### src/rtl/ifq_pkg.sv
// rtl/ifq_pkg.sv - shared types and constants for the instruction fetch queue
package ifq_pkg;

  localparam int PC_W = 64;
  localparam int INSTR_BYTES = 4;
  localparam logic [5:0] OPC_B = 6'b000101;

  typedef struct packed {
    logic [PC_W-1:0] pc;
    logic [31:0]     instr;
  } ifq_entry_t;

endpackage

### src/rtl/ifq_fifo.sv
// rtl/ifq_fifo.sv - circular synchronous FIFO with flush, occupancy count and a zeroed head when empty
module ifq_fifo #(
  parameter int WIDTH = 32,
  parameter int DEPTH = 4,
  parameter int CNT_W = $clog2(DEPTH + 1)
) (
  input  logic             clk,
  input  logic             reset,
  input  logic             flush,
  input  logic             push,
  input  logic [WIDTH-1:0] push_data,
  input  logic             pop,
  output logic [WIDTH-1:0] head_data,
  output logic [CNT_W-1:0] count,
  output logic             empty
);

  localparam int PTR_W = $clog2(DEPTH);

  logic [WIDTH-1:0] r_mem [DEPTH];
  logic [PTR_W-1:0] r_rd_ptr;
  logic [PTR_W-1:0] r_wr_ptr;
  logic [CNT_W-1:0] r_count;
  logic             w_full;
  logic             w_push_ok;
  logic             w_pop_ok;

  assign empty     = (r_count == '0);
  assign w_full    = (r_count == CNT_W'(DEPTH));
  assign w_pop_ok  = pop && !empty;
  // a full queue still accepts when its head leaves in the same cycle
  assign w_push_ok = push && (!w_full || w_pop_ok);
  assign head_data = empty ? '0 : r_mem[r_rd_ptr];
  assign count     = r_count;

  always_ff @(posedge clk or posedge reset) begin
    if (reset) begin
      r_rd_ptr <= '0;
      r_wr_ptr <= '0;
      r_count  <= '0;
    end else if (flush) begin
      r_rd_ptr <= '0;
      r_wr_ptr <= '0;
      r_count  <= '0;
    end else begin
      if (w_push_ok) r_wr_ptr <= r_wr_ptr + 1'b1;
      if (w_pop_ok)  r_rd_ptr <= r_rd_ptr + 1'b1;
      case ({w_push_ok, w_pop_ok})
        2'b10:   r_count <= r_count + 1'b1;
        2'b01:   r_count <= r_count - 1'b1;
        default: r_count <= r_count;
      endcase
    end
  end

  always_ff @(posedge clk) begin
    if (w_push_ok && !flush) r_mem[r_wr_ptr] <= push_data;
  end

endmodule

### src/rtl/ifetch_queue.sv
// rtl/ifetch_queue.sv - fetch PC generator feeding an in-order {pc, instr} queue with redirect flush
// Define IFQ_UNCOND_PREDICT_EN to redirect fetch on enqueued unconditional B instructions.
module ifetch_queue
  import ifq_pkg::*;
#(
  parameter int                DEPTH    = 4,
  parameter int                ADDR_W   = 64,
  parameter logic [ADDR_W-1:0] RESET_PC = '0
) (
  input  logic              clk,
  input  logic              reset,
  output logic              imem_req_valid,
  input  logic              imem_req_ready,
  output logic [ADDR_W-1:0] imem_req_addr,
  input  logic              imem_rsp_valid,
  input  logic [31:0]       imem_rsp_data,
  output logic              out_valid,
  input  logic              out_ready,
  output logic [ADDR_W-1:0] out_pc,
  output logic [31:0]       out_instr,
  input  logic              redirect_valid,
  input  logic [ADDR_W-1:0] redirect_pc,
  output logic              busy
);

  localparam int CNT_W = $clog2(DEPTH + 1);
  localparam int SUM_W = CNT_W + 1;

  logic [ADDR_W-1:0] r_fetch_pc;
  logic [CNT_W-1:0]  r_drop_cnt;

  logic [CNT_W-1:0]  w_outstanding;
  logic [CNT_W-1:0]  w_q_count;
  logic              w_pc_empty;
  logic              w_q_empty;
  logic [ADDR_W-1:0] w_rsp_pc;
  ifq_entry_t        w_enq_entry;
  ifq_entry_t        w_head;
  logic [SUM_W-1:0]  w_live;
  logic              w_req_fire;
  logic              w_rsp_keep;
  logic              w_rsp_drop;
  logic              w_push;
  logic              w_pred;
  logic [ADDR_W-1:0] w_pred_pc;
  logic              w_retarget;
  logic [ADDR_W-1:0] w_retarget_pc;
  logic [CNT_W-1:0]  w_out_after_rsp;

  // live credit excludes responses already condemned to be dropped
  assign w_live = {1'b0, w_q_count} + {1'b0, w_outstanding} - {1'b0, r_drop_cnt};

  assign imem_req_valid = !reset && !redirect_valid && !w_pred
                          && (w_live < SUM_W'(DEPTH))
                          && (w_outstanding < CNT_W'(DEPTH));
  assign imem_req_addr  = r_fetch_pc;
  assign w_req_fire     = imem_req_valid && imem_req_ready;

  assign w_rsp_drop      = imem_rsp_valid && (r_drop_cnt != '0);
  assign w_rsp_keep      = imem_rsp_valid && (r_drop_cnt == '0);
  assign w_push          = w_rsp_keep && !redirect_valid && !w_pred;
  assign w_out_after_rsp = w_outstanding - CNT_W'(imem_rsp_valid);

  assign w_enq_entry.pc    = PC_W'(w_rsp_pc);
  assign w_enq_entry.instr = imem_rsp_data;

`ifdef IFQ_UNCOND_PREDICT_EN
  logic              r_pred_valid;
  logic [ADDR_W-1:0] r_pred_pc;

  always_ff @(posedge clk or posedge reset) begin
    if (reset) begin
      r_pred_valid <= 1'b0;
      r_pred_pc    <= '0;
    end else begin
      r_pred_valid <= w_push && (imem_rsp_data[31:26] == OPC_B);
      r_pred_pc    <= w_rsp_pc + {{(ADDR_W-28){imem_rsp_data[25]}}, imem_rsp_data[25:0], 2'b00};
    end
  end

  assign w_pred    = r_pred_valid;
  assign w_pred_pc = r_pred_pc;
`else
  assign w_pred    = 1'b0;
  assign w_pred_pc = '0;
`endif

  assign w_retarget    = redirect_valid || w_pred;
  assign w_retarget_pc = redirect_valid ? (redirect_pc & ~ADDR_W'(3)) : w_pred_pc;

  always_ff @(posedge clk or posedge reset) begin
    if (reset) begin
      r_fetch_pc <= RESET_PC;
      r_drop_cnt <= '0;
    end else if (w_retarget) begin
      // no request issues in a retarget cycle, so this is next cycle's outstanding count
      r_fetch_pc <= w_retarget_pc;
      r_drop_cnt <= w_out_after_rsp;
    end else begin
      if (w_req_fire) r_fetch_pc <= r_fetch_pc + ADDR_W'(INSTR_BYTES);
      if (w_rsp_drop) r_drop_cnt <= r_drop_cnt - 1'b1;
    end
  end

  ifq_fifo #(
    .WIDTH (ADDR_W),
    .DEPTH (DEPTH)
  ) u_pc_fifo (
    .clk       (clk),
    .reset     (reset),
    .flush     (1'b0),
    .push      (w_req_fire),
    .push_data (r_fetch_pc),
    .pop       (imem_rsp_valid),
    .head_data (w_rsp_pc),
    .count     (w_outstanding),
    .empty     (w_pc_empty)
  );

  ifq_fifo #(
    .WIDTH ($bits(ifq_entry_t)),
    .DEPTH (DEPTH)
  ) u_entry_fifo (
    .clk       (clk),
    .reset     (reset),
    .flush     (redirect_valid),
    .push      (w_push),
    .push_data (w_enq_entry),
    .pop       (out_valid && out_ready),
    .head_data (w_head),
    .count     (w_q_count),
    .empty     (w_q_empty)
  );

  assign out_valid = !w_q_empty;
  assign out_pc    = ADDR_W'(w_head.pc);
  assign out_instr = w_head.instr;
  assign busy      = !w_q_empty || !w_pc_empty;

endmodule

### config.mk
export PLATFORM = sky130hd
export DESIGN_NAME = ifetch_queue
export DESIGN_NICKNAME = d
export VERILOG_FILES = /design/src/rtl/ifq_pkg.sv /design/src/rtl/ifq_fifo.sv /design/src/rtl/ifetch_queue.sv
export SDC_FILE = /design/constraint.sdc
export NUM_CORES = 1
export LEC_CHECK = 0
export CAP_MARGIN = 5
export CORE_MARGIN = 5
export CORE_UTILIZATION = 52
export DETAILED_ROUTE_END_ITERATION = 6
export MAX_ROUTING_LAYER = met4
export PLACE_DENSITY_LB_ADDON = 0.25
export SLEW_MARGIN = 5
export SYNTH_ARGS = -nofsm -noshare
export SYNTH_HDL_FRONTEND = slang
export SYNTH_SLANG_ARGS = --single-unit
### constraint.sdc
create_clock -name clk -period 4.9 [get_ports clk]
set_input_delay 1.225 -clock clk [delete_from_list [all_inputs] [get_ports clk]]
set_output_delay 1.225 -clock clk [all_outputs]
set_load 0.005 [all_outputs]
==> impl_metrics.tcl, run 1 <==
set metrics [dict create \
    outcome "finished clean" \
    grt-ovfl-total 0 \
    maxSlewViolCount 0 \
    clock_latency_ns 0.61 \
    grt_antenna_before_repair 0 \
    core_um2 55200 \
    cts_resized 0 \
    htreeDepth 3 \
    drtAntennaViolNets 0 \
    syn_area_per_cell_um2 18.04 \
    hold_buffers 0 \
    relSlewSlack 0.2130 \
    syn_area_um2 29080 \
    synthFlopType "edfxtp_1" \
    gp_congestion 0.8940 \
    regToRegEndpoint "u_pc_fifo.count[2]" \
    hold_path.class "reg -> reg" \
    p_leak_nw 11.41 \
    rows 86 \
    dp_hpwl_um 43400 \
    clockRootBuffer "clkbuf_16" \
    fin_crit_ns 4.615 \
    ioPinCount 265 \
    grt_pass1_vias 16280 \
    area_growth_pct 20.86 \
    hp-start "u_entry_fifo.r_wr_ptr[0]" \
    start_util 0.5268 \
    wirelength_um 68580 \
    dieArea_um2 60750 \
    die_y_um 246.5 \
    finalSetupViolCount 0 \
    synthDistinctLibCells 68 \
    grt_pass1_wl_um 103100 \
    fin_nets 2033 \
    fin_crit_sh 0.9419 \
    rsz0062_at_grt "false" \
    crit_fanout 8 \
    max_cap_violations 0 \
    tritoncts "built" \
    worst-endpoint-required_ns 3.67 \
    drcViolationCount 0 \
    yosys_warnings 0 \
    cts_sinks 707 \
    vias_per_cell 5.984 \
    end_kind "output pin" \
    cp.arrival_ns 3.39 \
    startpoint_type "flop" \
    drive_above_1_share 0.1802 \
    synth_edf_count 628 \
    fin_util 0.6366 \
    seq_area_frac_synth 0.7165 \
    power_density_nw_per_um2 470.7 \
    numCtsBuffers 72 \
    clk_path_buf_depth 3 \
    drtIter0Drc 1540 \
    holdPathStages 1 \
    grtUsageTotal 0.2323 \
    worstSetupStartpoint "u_pc_fifo.count[1]" \
    fin_setup_tns_ns 0 \
    whs_ns 0.5506 \
    async_reset_ff_frac 0.1117 \
    syn_inst 1612 \
    max_freq_ghz 0.2167 \
    routedWlPerCell_um 25.26 \
    grt_max_degree 100 \
    ff2ff_path_depth 14 \
    firstDrtPassIters 7 \
    finalHoldViolations 0 \
    rr_startpoint "u_pc_fifo.count[1]" \
    crit_type "reg -> out" \
    vias 16250 \
    io_buffers 260 \
    cts_setup_buffers 0 \
    worstMarginPinSlew_ns 1.180 \
    ys_seq_elements 707 \
    fin_skew_ns 0.02378 \
    r2r_slack_ns 1.29 \
    whs_endpoint "u_entry_fifo.r_wr_ptr[0]" \
    clkTransAtPathRegs_ns 0.06 \
    die_w_um 246.5 \
    irDropWorstVdd_mv 0.2494 \
]
-- cells in the final DEF, fill, tap and decap left out, types with 6 or more instances in the layout --
cell               n
buf_12            20
and4_1            11
xor2_1             8
clkbuf_1          12
o31ai_1           10
o21ai_0           26
mux4_2           157
clkinv_2          15
nand2_1           74
mux2i_1           27
a221o_1           16
ha_1              16
dfrtp_1           75
nor2_1            23
xnor2_1           11
nor3_1            20
clkdlybuf4s50_1  259
nand3_1           35
inv_1             34
nand4_1           29
nor4_1            22
buf_4             27
o211ai_1           9
mux2_2            17
conb_1             6
and2_1           163
clkbuf_16         76
edfxtp_1         628
or4_1             14
or3_1              7
clkinv_1          16
-- cell usage after synthesis, types with 5 or more instances --
master      n  area share
a221o_1    16      0.0055
and2_1    171       0.037
and3_1      5      0.0011
and4_1     11      0.0033
buf_1      17      0.0022
buf_2       6      0.0010
clkbuf_1   60      0.0077
dfrtp_1    79       0.068
edfxtp_1  628        0.65
ha_1       16      0.0069
inv_1      35      0.0045
mux2_2     17      0.0066
mux2i_1    27      0.0093
mux4_2    157        0.12
nand2_1    74      0.0096
nand3_1    35      0.0060
nand4_1    29      0.0062
nor2_1     23      0.0030
nor3_1     20      0.0034
nor4_1     22      0.0047
o211ai_1    9      0.0023
o21ai_0    26      0.0045
o31a_1      5      0.0015
o31ai_1    10      0.0026
or3_1       9      0.0019
or4_1      14      0.0036
xnor2_1    11      0.0033
xor2_1      8      0.0024
-- critical path, cell delays in order, from the launching register on --
cell and delay [ns]:
dfrtp_1 0.41, inv_1 0.10, fa_1 0.51, inv_1 0.05
ha_1 0.26, and3b_1 0.19, o211a_1 0.33, nor2_1 0.11
nor4_1 0.18, buf_4 0.17, clkdlybuf4s50_1 0.49
-- cells by family (layout without fill, tap and decap cells) --
logic type               Yosys count  count (layout)  synth area share
AO/OA/AOI/OAI                    105             105           0.02707
flip-flops                       707             707            0.7165
multiplexers                     202             202            0.1380
adder cells (fa/ha/maj)           20              20          0.009639
AND/OR/NAND/NOR                  437             437           0.08666
XOR/XNOR                          19              19          0.005723
other                              1               8         0.0001290
buffers and inverters            121             469           0.01627
-- state kept, by name (all words and copies together), names as in the netlist --
name,flops
u_entry_fifo.r_rd_ptr,2
u_pc_fifo.r_rd_ptr,2
u_pc_fifo.count,3
u_pc_fifo.r_wr_ptr,2
imem_req_addr,62
u_entry_fifo.r_wr_ptr,2
u_entry_fifo.count,3
u_entry_fifo.r_mem,380
r_drop_cnt,3
u_pc_fifo.r_mem,248
-- per-stage QoR --
step / instance area [um2] / std cells / power [mW] / worst slack (ns)
floorplan: 29100 / 1617 / 9.964 / 0.1859
global placement: 32940 / 2585 / 11.47 / 0.6509
detailed placement: 32940 / 2585 / 11.59 / 0.6162
CTS: 35140 / 2713 / 16.71 / 0.2303
global route: 35140 / 2713 / 17.28 / 0.1526
finish: 35140 / 2715 / 16.54 / 0.2846
-- final cells by class --
cell class                      count  area [um2]
Tap cell                          748       935.9
Timing Repair Buffer              306        3196
Clock inverter                     37       209.0
Multi-Input combinational cell    789        7829
Sequential cell                   707       20850
Clock buffer                       91        1988
Antenna cell                        2       5.005
Inverter                           35       132.6
Fill cell                        3799       20060
-- layer usage --
layer	vias to the layer above	global-route usage	wire [um]
met5	-	-	0
met4	0	0.05940	1352
met3	107	0.04198	4955
met2	675	0.3648	33790
met1	8410	0.3220	28490
li1	7055	-	-
-- where the power goes --
| part | internal [mW] | leakage [nW] | total [mW] | switching [mW] |
|---|---|---|---|---|
| clock network | 2.92 | 1.08 | 5.13 | 2.21 |
| logic | 1.92 | 3.70 | 3.63 | 1.71 |
| registers | 7.30 | 6.63 | 7.78 | 0.476 |
-- how the worst max path moves through the flow --
stage                     cells after the start  slack [ns]                   endpoint
after floorplan                               3        0.19   u_entry_fifo.r_mem[1][0]
after global placement                        5        0.65  u_entry_fifo.r_mem[0][21]
after detailed placement                      5        0.62  u_entry_fifo.r_mem[0][20]
after CTS                                    10        0.23             imem_req_valid
after global routing                         10        0.15             imem_req_valid
final                                        10        0.28             imem_req_valid
(Power assumes the default switching activity.)
==> run 2, diff against run 1 <==
--- a/config.mk
+++ b/config.mk
@@ -8,9 +8,11 @@
 export CAP_MARGIN = 5
 export CORE_MARGIN = 5
 export CORE_UTILIZATION = 52
+export CTS_CLUSTER_SIZE = 10
 export DETAILED_ROUTE_END_ITERATION = 6
 export MAX_ROUTING_LAYER = met4
 export PLACE_DENSITY_LB_ADDON = 0.25
+export REMOVE_ABC_BUFFERS = 1
 export SLEW_MARGIN = 5
 export SYNTH_ARGS = -nofsm -noshare
 export SYNTH_HDL_FRONTEND = slang
==> run 2 against run 1 <==
Compared with the run above:
- clock-buffer cell count up 23
- clock power is 3% higher
- design area decreased by 0.16%
- first-iteration DRC count decreased by 9.0%
- worst hold slack worse by 0.0010 ns
- sequential share of layout area increased by 0.097 points
- critical path type unchanged
==> impl_metrics.tcl, run 2 (synthesis results as in run 1) <==
set metrics [dict create \
    grtUsageTotal 0.2302 \
    vias 16200 \
    whs_ns 0.5496 \
    core_um2 55200 \
    grt-ovfl-total 0 \
    largest_register_ffs 380 \
    io_buffers 260 \
    fin_crit_ns 4.670 \
    regToRegEndpoint "imem_req_addr[7]" \
    path_delay_family "buffers and inverters" \
    grt_pass1_wl_um 102500 \
    finalSetupViolCount 0 \
    fin_nets 2041 \
    rows 86 \
    die_y_um 246.5 \
    layout_common_cells "edfxtp_1 (628), clkdlybuf4s50_1 (259), and2_1 (163), mux4_2 (157), clkbuf_16 (82)" \
    stdcell_count 2708 \
    end_kind "output pin" \
    slowest_stage "clkdlybuf4s50_1" \
    power_density_nw_per_um2 475.0 \
    placed_cells 2584 \
    crit_type "reg -> out" \
    postLayoutCellArea_um2 35080 \
    path_cells "inv_1 > fa_1 > inv_1 > ha_1 > and3b_1 > nor4_2 > buf_4 > nor2_1 > nor4_1 > clkdlybuf4s50_1" \
    relSlewSlack 0.2749 \
    area_growth_pct 20.66 \
    setup_slack_ns 0.2302 \
    clockRootBuffer "clkbuf_16" \
    finalHoldViolations 0 \
    startpoint_type "flop" \
    p_leak_nw 11.40 \
    drtIter0Drc 1402 \
    max_cap_violations 0 \
    htreeDepth 3 \
    layout_commonest_cell "edfxtp_1" \
    irDropWorstVdd_mv 0.2766 \
    start_util 0.5268 \
    cts_setup_buffers 0 \
    place_ws_ns 0.6284 \
    fin_skew_ns 0.02105 \
    critPathMaxStageDelay_ns 0.56 \
    dp_hpwl_um 41920 \
    cts_resized 0 \
    endpoint "imem_req_valid" \
    gp_congestion 0.8572 \
    cp.arrival_ns 3.44 \
    clkTransAtPathRegs_ns 0.06 \
    cts_sinks 707 \
    placed_cell_area_um2 32810 \
    tritoncts "built" \
    critPathBufInv 4 \
    fin_crit_sh 0.9530 \
    worstSetupStartpoint "u_entry_fifo.count[1]" \
    drtAntennaViolNets 0 \
    grt_antenna_before_repair 2 \
    hold_buffers 0 \
    fin_util 0.6356 \
    dieArea_um2 60750 \
    finalPower_mw 16.67 \
    clock_latency_ns 0.61 \
    numCtsBuffers 81 \
    ff2ff_path_depth 11 \
    worstMarginPinSlew_ns 1.088 \
    vias_per_cell 5.983 \
    r2r_slack_ns 1.06 \
    worst-endpoint-required_ns 3.67 \
    drive_above_1_share 0.1747 \
    regMostFlops "u_entry_fifo.r_mem" \
    crit_fanout 8 \
    drcViolationCount 0 \
    clk_path_buf_depth 3 \
    fin_setup_tns_ns 0 \
    rr_startpoint "u_entry_fifo.count[1]" \
    routedWlPerCell_um 24.89 \
    crit_cells 10 \
    hold_path.class "reg -> reg" \
    outcome "finished clean" \
    die_w_um 246.5 \
    firstDrtPassIters 5 \
    maxSlewViolCount 0 \
    wirelength_um 67410 \
    grt_pass1_vias 16770 \
    cp_common_cell "inv_1" \
    ioPinCount 265 \
    rsz0062_at_grt "false" \
    grt_max_degree 100 \
    max_freq_ghz 0.2141 \
]
[run 2: changes by cell type in the layout (fill, tap and decap cells not counted), sizes merged]
| cell | previous run | this run |
|---|---|---|
| bufinv | 1 | 0 |
| buf | 47 | 46 |
| clkinv | 31 | 6 |
| clkinvlp | 3 | 0 |
| clkbuf | 91 | 114 |
[run 2: worst min path at each step]
| stage | startpoint | end | slack (ns) | depth (start not counted) |
|---|---|---|---|---|
| after floorplan | u_entry_fifo.r_wr_ptr[0] | u_entry_fifo.r_wr_ptr[0] | 0.50 | 1 |
| after global placement | u_entry_fifo.r_wr_ptr[0] | u_entry_fifo.r_wr_ptr[0] | 0.52 | 1 |
| after detailed placement | u_entry_fifo.r_wr_ptr[0] | u_entry_fifo.r_wr_ptr[0] | 0.54 | 1 |
| after CTS | u_entry_fifo.r_wr_ptr[0] | u_entry_fifo.r_wr_ptr[0] | 0.55 | 1 |
| after global routing | u_entry_fifo.r_wr_ptr[0] | u_entry_fifo.r_wr_ptr[0] | 0.60 | 1 |
| final | u_entry_fifo.r_wr_ptr[0] | u_entry_fifo.r_wr_ptr[0] | 0.55 | 1 |
[run 2: power breakdown]
part	leakage [nW]	internal, mW	switching, mW
Combinational	3.67	1.91	1.73
Sequential	6.63	7.31	0.444
Clock	1.09	3.07	2.20
[run 2: layer usage]
layer | track usage | wire, um | vias to the layer above
met5 | - | 0 | -
met4 | 0.06679 | 1711 | 0
met3 | 0.04914 | 5132 | 123
met2 | 0.3602 | 32740 | 620
met1 | 0.3113 | 27830 | 8412
li1 | - | - | 7046
[run 2: cell type report]
cell class / instances / area [um2]
antenna: 2 / 5.005
clock buffer: 114 / 2182
clock inverter: 8 / 83.83
fill: 3898 / 20120
inverter: 35 / 132.6
multi-input combinational: 789 / 7823
sequential: 707 / 20850
tap: 748 / 935.9
timing repair buffer: 305 / 3075
